===== config.mk =====
export PLATFORM = sky130hd
export DESIGN_NAME = uart_rx_flat
export DESIGN_NICKNAME = d
export VERILOG_FILES = /design/src/rtl/uart_pkg.sv /design/src/rtl/uart_rx_if.sv /design/src/rtl/uart_rx_sync.sv /design/src/rtl/uart_rx.sv /design/src/flat_wrapper.sv
export SDC_FILE = /design/constraint.sdc
export NUM_CORES = 1
export LEC_CHECK = 0
export ABC_CLOCK_PERIOD_IN_PS = 1800
export BUFFER_PORTS_ARGS = -buffer_cell sky130_fd_sc_hd__buf_2
export CAP_MARGIN = 5
export CORE_ASPECT_RATIO = 2
export CORE_MARGIN = 2
export CORE_UTILIZATION = 46
export CTS_CLUSTER_SIZE = 28
export DETAILED_ROUTE_END_ITERATION = 8
export GPL_TIMING_DRIVEN = 0
export PLACE_DENSITY = 0.67
export SLEW_MARGIN = 5
export SYNTH_ARGS = -nofsm -noshare
export SYNTH_HDL_FRONTEND = slang
export SYNTH_HIERARCHICAL = 1
export SYNTH_SLANG_ARGS = --single-unit

===== constraint.sdc =====
create_clock -name clk -period 1.8 [get_ports clk]
set_input_delay 0.45 -clock clk [delete_from_list [all_inputs] [get_ports clk]]
set_output_delay 0.45 -clock clk [all_outputs]
set_load 0.02 [all_outputs]

===== src/rtl/uart_pkg.sv =====
// Shared UART definitions: default frame geometry and FSM state codes, also used by the transmitter.
package uart_pkg;

    localparam int unsigned UART_OVERSAMPLE = 16;
    localparam int unsigned UART_DATA_BITS  = 8;

    typedef logic [2:0] uart_state_t;

    localparam uart_state_t ST_IDLE   = 3'd0;
    localparam uart_state_t ST_START  = 3'd1;
    localparam uart_state_t ST_DATA   = 3'd2;
    localparam uart_state_t ST_PARITY = 3'd3;
    localparam uart_state_t ST_STOP   = 3'd4;

endpackage


===== src/rtl/uart_rx_if.sv =====
// Receiver-side signal bundle: tick and serial line in, received byte and status pulses out.
interface uart_rx_if #(
    parameter int unsigned DATA_BITS = uart_pkg::UART_DATA_BITS
) ();

    logic                 baud_tick;
    logic                 rx_in;
    logic [DATA_BITS-1:0] rx_data;
    logic                 rx_valid;
    logic                 rx_busy;
    logic                 frame_err;
    logic                 parity_err;

    modport master (
        output baud_tick, rx_in,
        input  rx_data, rx_valid, rx_busy, frame_err, parity_err
    );

    modport slave (
        input  baud_tick, rx_in,
        output rx_data, rx_valid, rx_busy, frame_err, parity_err
    );

endinterface


===== src/rtl/uart_rx_sync.sv =====
// Two-flop synchronizer for the asynchronous serial line; resets to the idle (high) level.
module uart_rx_sync (
    input  logic clk,
    input  logic rst_n,
    input  logic d,
    output logic q
);

    logic meta_q;
    logic sync_q;

    always_ff @(posedge clk or negedge rst_n) begin
        if (!rst_n) begin
            meta_q <= 1'b1;
            sync_q <= 1'b1;
        end else begin
            meta_q <= d;
            sync_q <= meta_q;
        end
    end

    assign q = sync_q;

endmodule


===== src/rtl/uart_rx.sv =====
// Oversampling UART receiver (start, LSB-first data, stop), centre-sampled on baud_tick.
// Define UART_RX_PARITY_EN to expect an even-parity bit between data and stop.
module uart_rx
    import uart_pkg::*;
#(
    parameter int unsigned OVERSAMPLE = UART_OVERSAMPLE,
    parameter int unsigned DATA_BITS  = UART_DATA_BITS
) (
    input logic      clk,
    input logic      rst_n,
    uart_rx_if.slave bus
);

    localparam int unsigned TW = $clog2(OVERSAMPLE);
    localparam int unsigned BW = $clog2(DATA_BITS + 1);

    localparam logic [TW-1:0] HALF_LAST = TW'(OVERSAMPLE / 2 - 1);
    localparam logic [TW-1:0] FULL_LAST = TW'(OVERSAMPLE - 1);
    localparam logic [BW-1:0] BIT_LAST  = BW'(DATA_BITS - 1);

    logic                 rx_s;
    uart_state_t          state_q, state_d;
    logic [TW-1:0]        tick_q, tick_d;
    logic [BW-1:0]        bit_q, bit_d;
    logic [DATA_BITS-1:0] shift_q, shift_d;
    logic [DATA_BITS-1:0] data_q, data_d;
    logic                 valid_q, valid_d;
    logic                 ferr_q, ferr_d;
    logic                 hold_q, hold_d;
    logic                 par_bad;

    uart_rx_sync u_sync (
        .clk   (clk),
        .rst_n (rst_n),
        .d     (bus.rx_in),
        .q     (rx_s)
    );

`ifdef UART_RX_PARITY_EN
    logic par_q, par_d;
    logic perr_q, perr_d;
    assign par_bad        = ^{shift_q, par_q};
    assign bus.parity_err = perr_q;
`else
    assign par_bad        = 1'b0;
    assign bus.parity_err = 1'b0;
`endif

    always_comb begin
        state_d = state_q;
        tick_d  = tick_q;
        bit_d   = bit_q;
        shift_d = shift_q;
        data_d  = data_q;
        valid_d = 1'b0;
        ferr_d  = 1'b0;
        // A break (line still low after a framing error) must end before a new start counts.
        hold_d  = hold_q & ~rx_s;
`ifdef UART_RX_PARITY_EN
        par_d   = par_q;
        perr_d  = 1'b0;
`endif
        unique case (state_q)
            ST_IDLE: begin
                tick_d = '0;
                bit_d  = '0;
                if (!rx_s && !hold_q) begin
                    state_d = ST_START;
                end
            end
            ST_START: begin
                if (bus.baud_tick) begin
                    tick_d = tick_q + 1'b1;
                    if (tick_q == HALF_LAST) begin
                        tick_d  = '0;
                        state_d = rx_s ? ST_IDLE : ST_DATA;
                    end
                end
            end
            ST_DATA: begin
                if (bus.baud_tick) begin
                    tick_d = tick_q + 1'b1;
                    if (tick_q == FULL_LAST) begin
                        tick_d  = '0;
                        shift_d = {rx_s, shift_q[DATA_BITS-1:1]};
                        bit_d   = bit_q + 1'b1;
                        if (bit_q == BIT_LAST) begin
`ifdef UART_RX_PARITY_EN
                            state_d = ST_PARITY;
`else
                            state_d = ST_STOP;
`endif
                        end
                    end
                end
            end
`ifdef UART_RX_PARITY_EN
            ST_PARITY: begin
                if (bus.baud_tick) begin
                    tick_d = tick_q + 1'b1;
                    if (tick_q == FULL_LAST) begin
                        tick_d  = '0;
                        par_d   = rx_s;
                        state_d = ST_STOP;
                    end
                end
            end
`endif
            ST_STOP: begin
                if (bus.baud_tick) begin
                    tick_d = tick_q + 1'b1;
                    if (tick_q == FULL_LAST) begin
                        tick_d  = '0;
                        state_d = ST_IDLE;
`ifdef UART_RX_PARITY_EN
                        perr_d  = par_bad;
`endif
                        if (!rx_s) begin
                            ferr_d = 1'b1;
                            hold_d = 1'b1;
                        end else if (!par_bad) begin
                            data_d  = shift_q;
                            valid_d = 1'b1;
                        end
                    end
                end
            end
            default: state_d = ST_IDLE;
        endcase
    end

    always_ff @(posedge clk or negedge rst_n) begin
        if (!rst_n) begin
            state_q <= ST_IDLE;
            tick_q  <= '0;
            bit_q   <= '0;
            shift_q <= '0;
            data_q  <= '0;
            valid_q <= 1'b0;
            ferr_q  <= 1'b0;
            hold_q  <= 1'b0;
        end else begin
            state_q <= state_d;
            tick_q  <= tick_d;
            bit_q   <= bit_d;
            shift_q <= shift_d;
            data_q  <= data_d;
            valid_q <= valid_d;
            ferr_q  <= ferr_d;
            hold_q  <= hold_d;
        end
    end

`ifdef UART_RX_PARITY_EN
    always_ff @(posedge clk or negedge rst_n) begin
        if (!rst_n) begin
            par_q  <= 1'b0;
            perr_q <= 1'b0;
        end else begin
            par_q  <= par_d;
            perr_q <= perr_d;
        end
    end
`endif

    assign bus.rx_data   = data_q;
    assign bus.rx_valid  = valid_q;
    assign bus.frame_err = ferr_q;
    assign bus.rx_busy   = (state_q != ST_IDLE);

endmodule


===== src/flat_wrapper.sv =====
// flat-port wrapper written by rule: the top's interface ports become plain ports
module uart_rx_flat import uart_pkg::*;
#(
    parameter int unsigned OVERSAMPLE = UART_OVERSAMPLE,
    parameter int unsigned DATA_BITS  = UART_DATA_BITS
)
  (clk, rst_n, bus_baud_tick, bus_rx_in, bus_rx_data, bus_rx_valid, bus_rx_busy, bus_frame_err, bus_parity_err);
  uart_rx_if #(.DATA_BITS(DATA_BITS)) bus_i ();
  input logic clk;
  input logic rst_n;
  input wire logic [$bits(bus_i.baud_tick)-1:0] bus_baud_tick;
  input wire logic [$bits(bus_i.rx_in)-1:0] bus_rx_in;
  output wire logic [$bits(bus_i.rx_data)-1:0] bus_rx_data;
  output wire logic [$bits(bus_i.rx_valid)-1:0] bus_rx_valid;
  output wire logic [$bits(bus_i.rx_busy)-1:0] bus_rx_busy;
  output wire logic [$bits(bus_i.frame_err)-1:0] bus_frame_err;
  output wire logic [$bits(bus_i.parity_err)-1:0] bus_parity_err;
  assign bus_i.baud_tick = bus_baud_tick;
  assign bus_i.rx_in = bus_rx_in;
  assign bus_rx_data = bus_i.rx_data;
  assign bus_rx_valid = bus_i.rx_valid;
  assign bus_rx_busy = bus_i.rx_busy;
  assign bus_frame_err = bus_i.frame_err;
  assign bus_parity_err = bus_i.parity_err;
  uart_rx #(.OVERSAMPLE(OVERSAMPLE), .DATA_BITS(DATA_BITS)) u_core (.clk(clk), .rst_n(rst_n), .bus(bus_i));
endmodule

==> flow_summary_export.csv <==
group,metric,value,unit
critical_path,worstPathRequired,1.97,ns
detailed_routing,drt-total-wl,2.89,mm
placed_design,routabilityCongestion,0.798,
global_routing,track_usage,17.0,%
cts,htreeDepth,2,
final_layout,fin_cells,188,
logic_synthesis,ys_top_cells_by_area,"dfrtp_1, mux2_2, mux2_4, dfstp_2, nand4_4",
placed_design,placed_cells,175,
detailed_routing,dr.pass1.iters,4,
critical_path,start_kind,"register",
pwr,leakage,0.948,nW
detailed_routing,drtIter0Drc,36,
pwr,p_clk_share,27.5,%
final_layout,final_util,57.8,%
pwr,power.switching,0.831,mW
logic_synthesis,yosysTopAreaCellShare,48.3,%
sta,finalCritPeriodShare,97.5,%
final_layout,area_delta_synth_final,18.6,%
placed_design,pre_cts_ws,-0.0508,ns
die,dieArea,3890,sq um
placed_design,hpwl,2.00,mm
sta,finalHoldViolCount,0,
cts,clk-insertion-delay-late,0.29,ns
logic_synthesis,seq_area_frac_synth,51.6,%
sta,tightest_slew,0.676,ns
pwr,seqPwrFrac,33.4,%
critical_path,critPathArrivalTime,1.93,ns
global_routing,antenna_found_initial,0,
final_layout,finalInstanceArea,1840,sq um
pwr,power_density,1330,nW/um^2
sta,setup_viol_count_final,0,
placed_design,io_buffer_count,14,
job,maxCapViolCount,0,
detailed_routing,drc,0,
cts,cts_buffers,5,
logic_synthesis,synth_cell_types,41,
sta,clock.fmax,570,MHz
logic_synthesis,synth_edf_count,0,
cts,hold_buffers,0,
die,initial_core_util,48.7,%
cts,clockBufferDepth,2,
die,core_area,3190,sq um
final_layout,nFillCells,275,
critical_path,crit_fanout,10,
pwr,vdd_drop_max,0.965,mV
logic_synthesis,synthArstFlopShare,100,%
logic_synthesis,syn-cell-area,1560,sq um
cts,path_clk_slew,0.07,ns
detailed_routing,ant_nets,0,
sta,skew,0.00857,ns
final_layout,n_antenna_cell,0,
detailed_routing,num_vias,1041,
logic_synthesis,synth_area_leader_cell,"dfrtp_1",
sta,drv_slew,0,
logic_synthesis,yosys_warnings,6,
sta,rsz0062_at_grt,"false",
critical_path,path_class,"reg -> reg",
die,die_h,86.2,microns
die,fp.dieW,45.1,microns
logic_synthesis,synthTopCellsByCount,"dfrtp_1, mux2_2, nor2_1, nand2_1, inv_1",
pwr,combPwrFrac,39.1,%
worst_hold_path,min_path_type,"in -> async",
logic_synthesis,netlist_instances,130,
sta,period_needed,1.75,ns
cts,clock-sinks,32,
sta,slew_headroom,54.9,%
pwr,intPower,1.62,mW
die,rows,29,
global_routing,grt_overflow_total,0,
logic_synthesis,synth_nets,136,
final_layout,finish.net_count,162,
global_routing,grt_pass1_vias,1042,
sta,setup_ws,0.0453,ns
global_routing,grt_start_max_net_pins,33,
logic_synthesis,ys.flop_type,"dfrtp_1",
logic_synthesis,synth_seq_cells,32,
cts,cts_tree,"built",
final_layout,drive_gt1_share,43.9,%
cts,ctsRootBufferMaster,"clkbuf_8",
die,io-pin-count,16,
detailed_routing,routedWlPerCell,15.4,microns
pwr,swShare,33.9,%
detailed_routing,vias_per_cell,5.54,
global_routing,grt_first_pass_wirelength,4.73,mm
placed_design,place_area,1660,sq um
critical_path,cp-end-kind,"register",
status,status,"finished, final reports clean",
logic_synthesis,avgSynthCellArea,12.0,sq um
logic_synthesis,synth.most_common_cell,"dfrtp_1",
flip-flops by register name, summed over array words and instances (netlist names):
register and count:
u_core/u_sync/meta_q 1, u_core/bus.frame_err 1, u_core/hold_q 1, u_core/bus.rx_valid 1, u_core/u_sync/q 1, u_core/tick_q 4, u_core/state_q 3, u_core/bit_q 4
u_core/bus.rx_data 8, u_core/shift_q 8
per-layer routing:
layer | GRT usage (%) | up-vias | share of wire [%]
met1 | 17.7 | 513 | 38
met5 | 0 | - | 0
li1 | - | 497 | -
met4 | 9.89 | 0 | 2.5
met2 | 28.8 | 24 | 56
met3 | 4.79 | 7 | 3.9
through the flow:
stage	hold slack (ns)	TNS [ns]	total power, mW
2_1_floorplan	0.154	0	1.50
3_3_place_gp	0.346	0	1.63
3_5_place_dp	0.350	-0.329	1.66
4_1_cts	0.218	0	2.40
5_1_grt	0.242	0	2.59
6_report	0.197	0	2.45
cells by family after synthesis:
group / share of synthesized area, %
AND/OR/NAND/NOR: 15.1
adder cells (fa/ha/maj): 2.90
buffers and inverters: 4.91
other: 0.241
XOR/XNOR: 1.13
AO/OA/AOI/OAI: 8.61
multiplexers: 15.4
flip-flops: 51.6
power by group through the flow:
stage               Combinational (mW)  Sequential (mW)  Clock (mW)
detailed placement               0.828            0.830           0
global route                      1.04            0.827       0.714
CTS                              0.887            0.823       0.692
finish                           0.959            0.821       0.675
floorplan                        0.679            0.818           0
global placement                 0.803            0.825           0
repair_timing:
item / in CTS / in global routing
pin swaps: 1 / 3
gates cloned: 0 / 0
setup buffers: 2 / 4
endpoints found under the setup margin: 18 / 14
gates resized for setup: 3 / 7
layout make-up:
cell class	instances	area (sq um)	area share, %
multi-input cells	85	703	38.1
plain buffers	6	51.3	2.78
clock buffers	6	72.6	3.93
clock inverters	2	35.0	1.90
well taps	31	38.8	2.10
repair buffers	20	115	6.24
inverters	6	22.5	1.22
flip-flops and latches	32	806	43.7
worst max-delay path: stages (launching register included):
cell,delay [ns]
dfrtp_1,0.39
buf_6,0.15
or3b_1,0.41
a31oi_1,0.16
a21o_2,0.16
nor3_4,0.06
mux2_4,0.31
final timing paths:
kind,from,end,slack [ns],cells past startpoint
max,u_core/state_q[2]$_DFFE_PN0P_,u_core/state_q[2]$_DFFE_PN0P_,0.05,6
min,rst_n,u_core/state_q[0]$_DFFE_PN0P_,0.20,1
max reg2reg,u_core/state_q[2]$_DFFE_PN0P_,u_core/state_q[2]$_DFFE_PN0P_,0.05,6
min reg2reg,u_core/u_sync/meta_q$_DFF_PN1_,u_core/u_sync/q$_DFF_PN1_,0.36,0
max in group asynchronous,rst_n,u_core/bit_q[1]$_DFFE_PN0P_,1.13,1
min in group clk,bus_rx_in,u_core/u_sync/meta_q$_DFF_PN1_,0.25,1
placed cells by master (no fill, tap or decap), types with 2 or more instances in the layout:
cell / netlist / layout
dfrtp_2: 0 / 2
nor3_1: 2 / 2
nand3_1: 5 / 5
inv_1: 6 / 6
mux2_4: 4 / 4
nand4_4: 2 / 2
dfrtp_1: 30 / 28
mux2_2: 15 / 15
clkbuf_8: 0 / 5
dfstp_2: 2 / 2
a22o_1: 3 / 3
a21oi_1: 3 / 3
buf_2: 1 / 15
buf_4: 2 / 8
nand2_1: 7 / 7
xor2_1: 2 / 2
o21ai_1: 3 / 3
a21boi_0: 2 / 2
maj3_1: 2 / 2
nor2_1: 8 / 8
o21ai_0: 4 / 4
a31oi_1: 3 / 3
(Power assumes the default switching activity.)
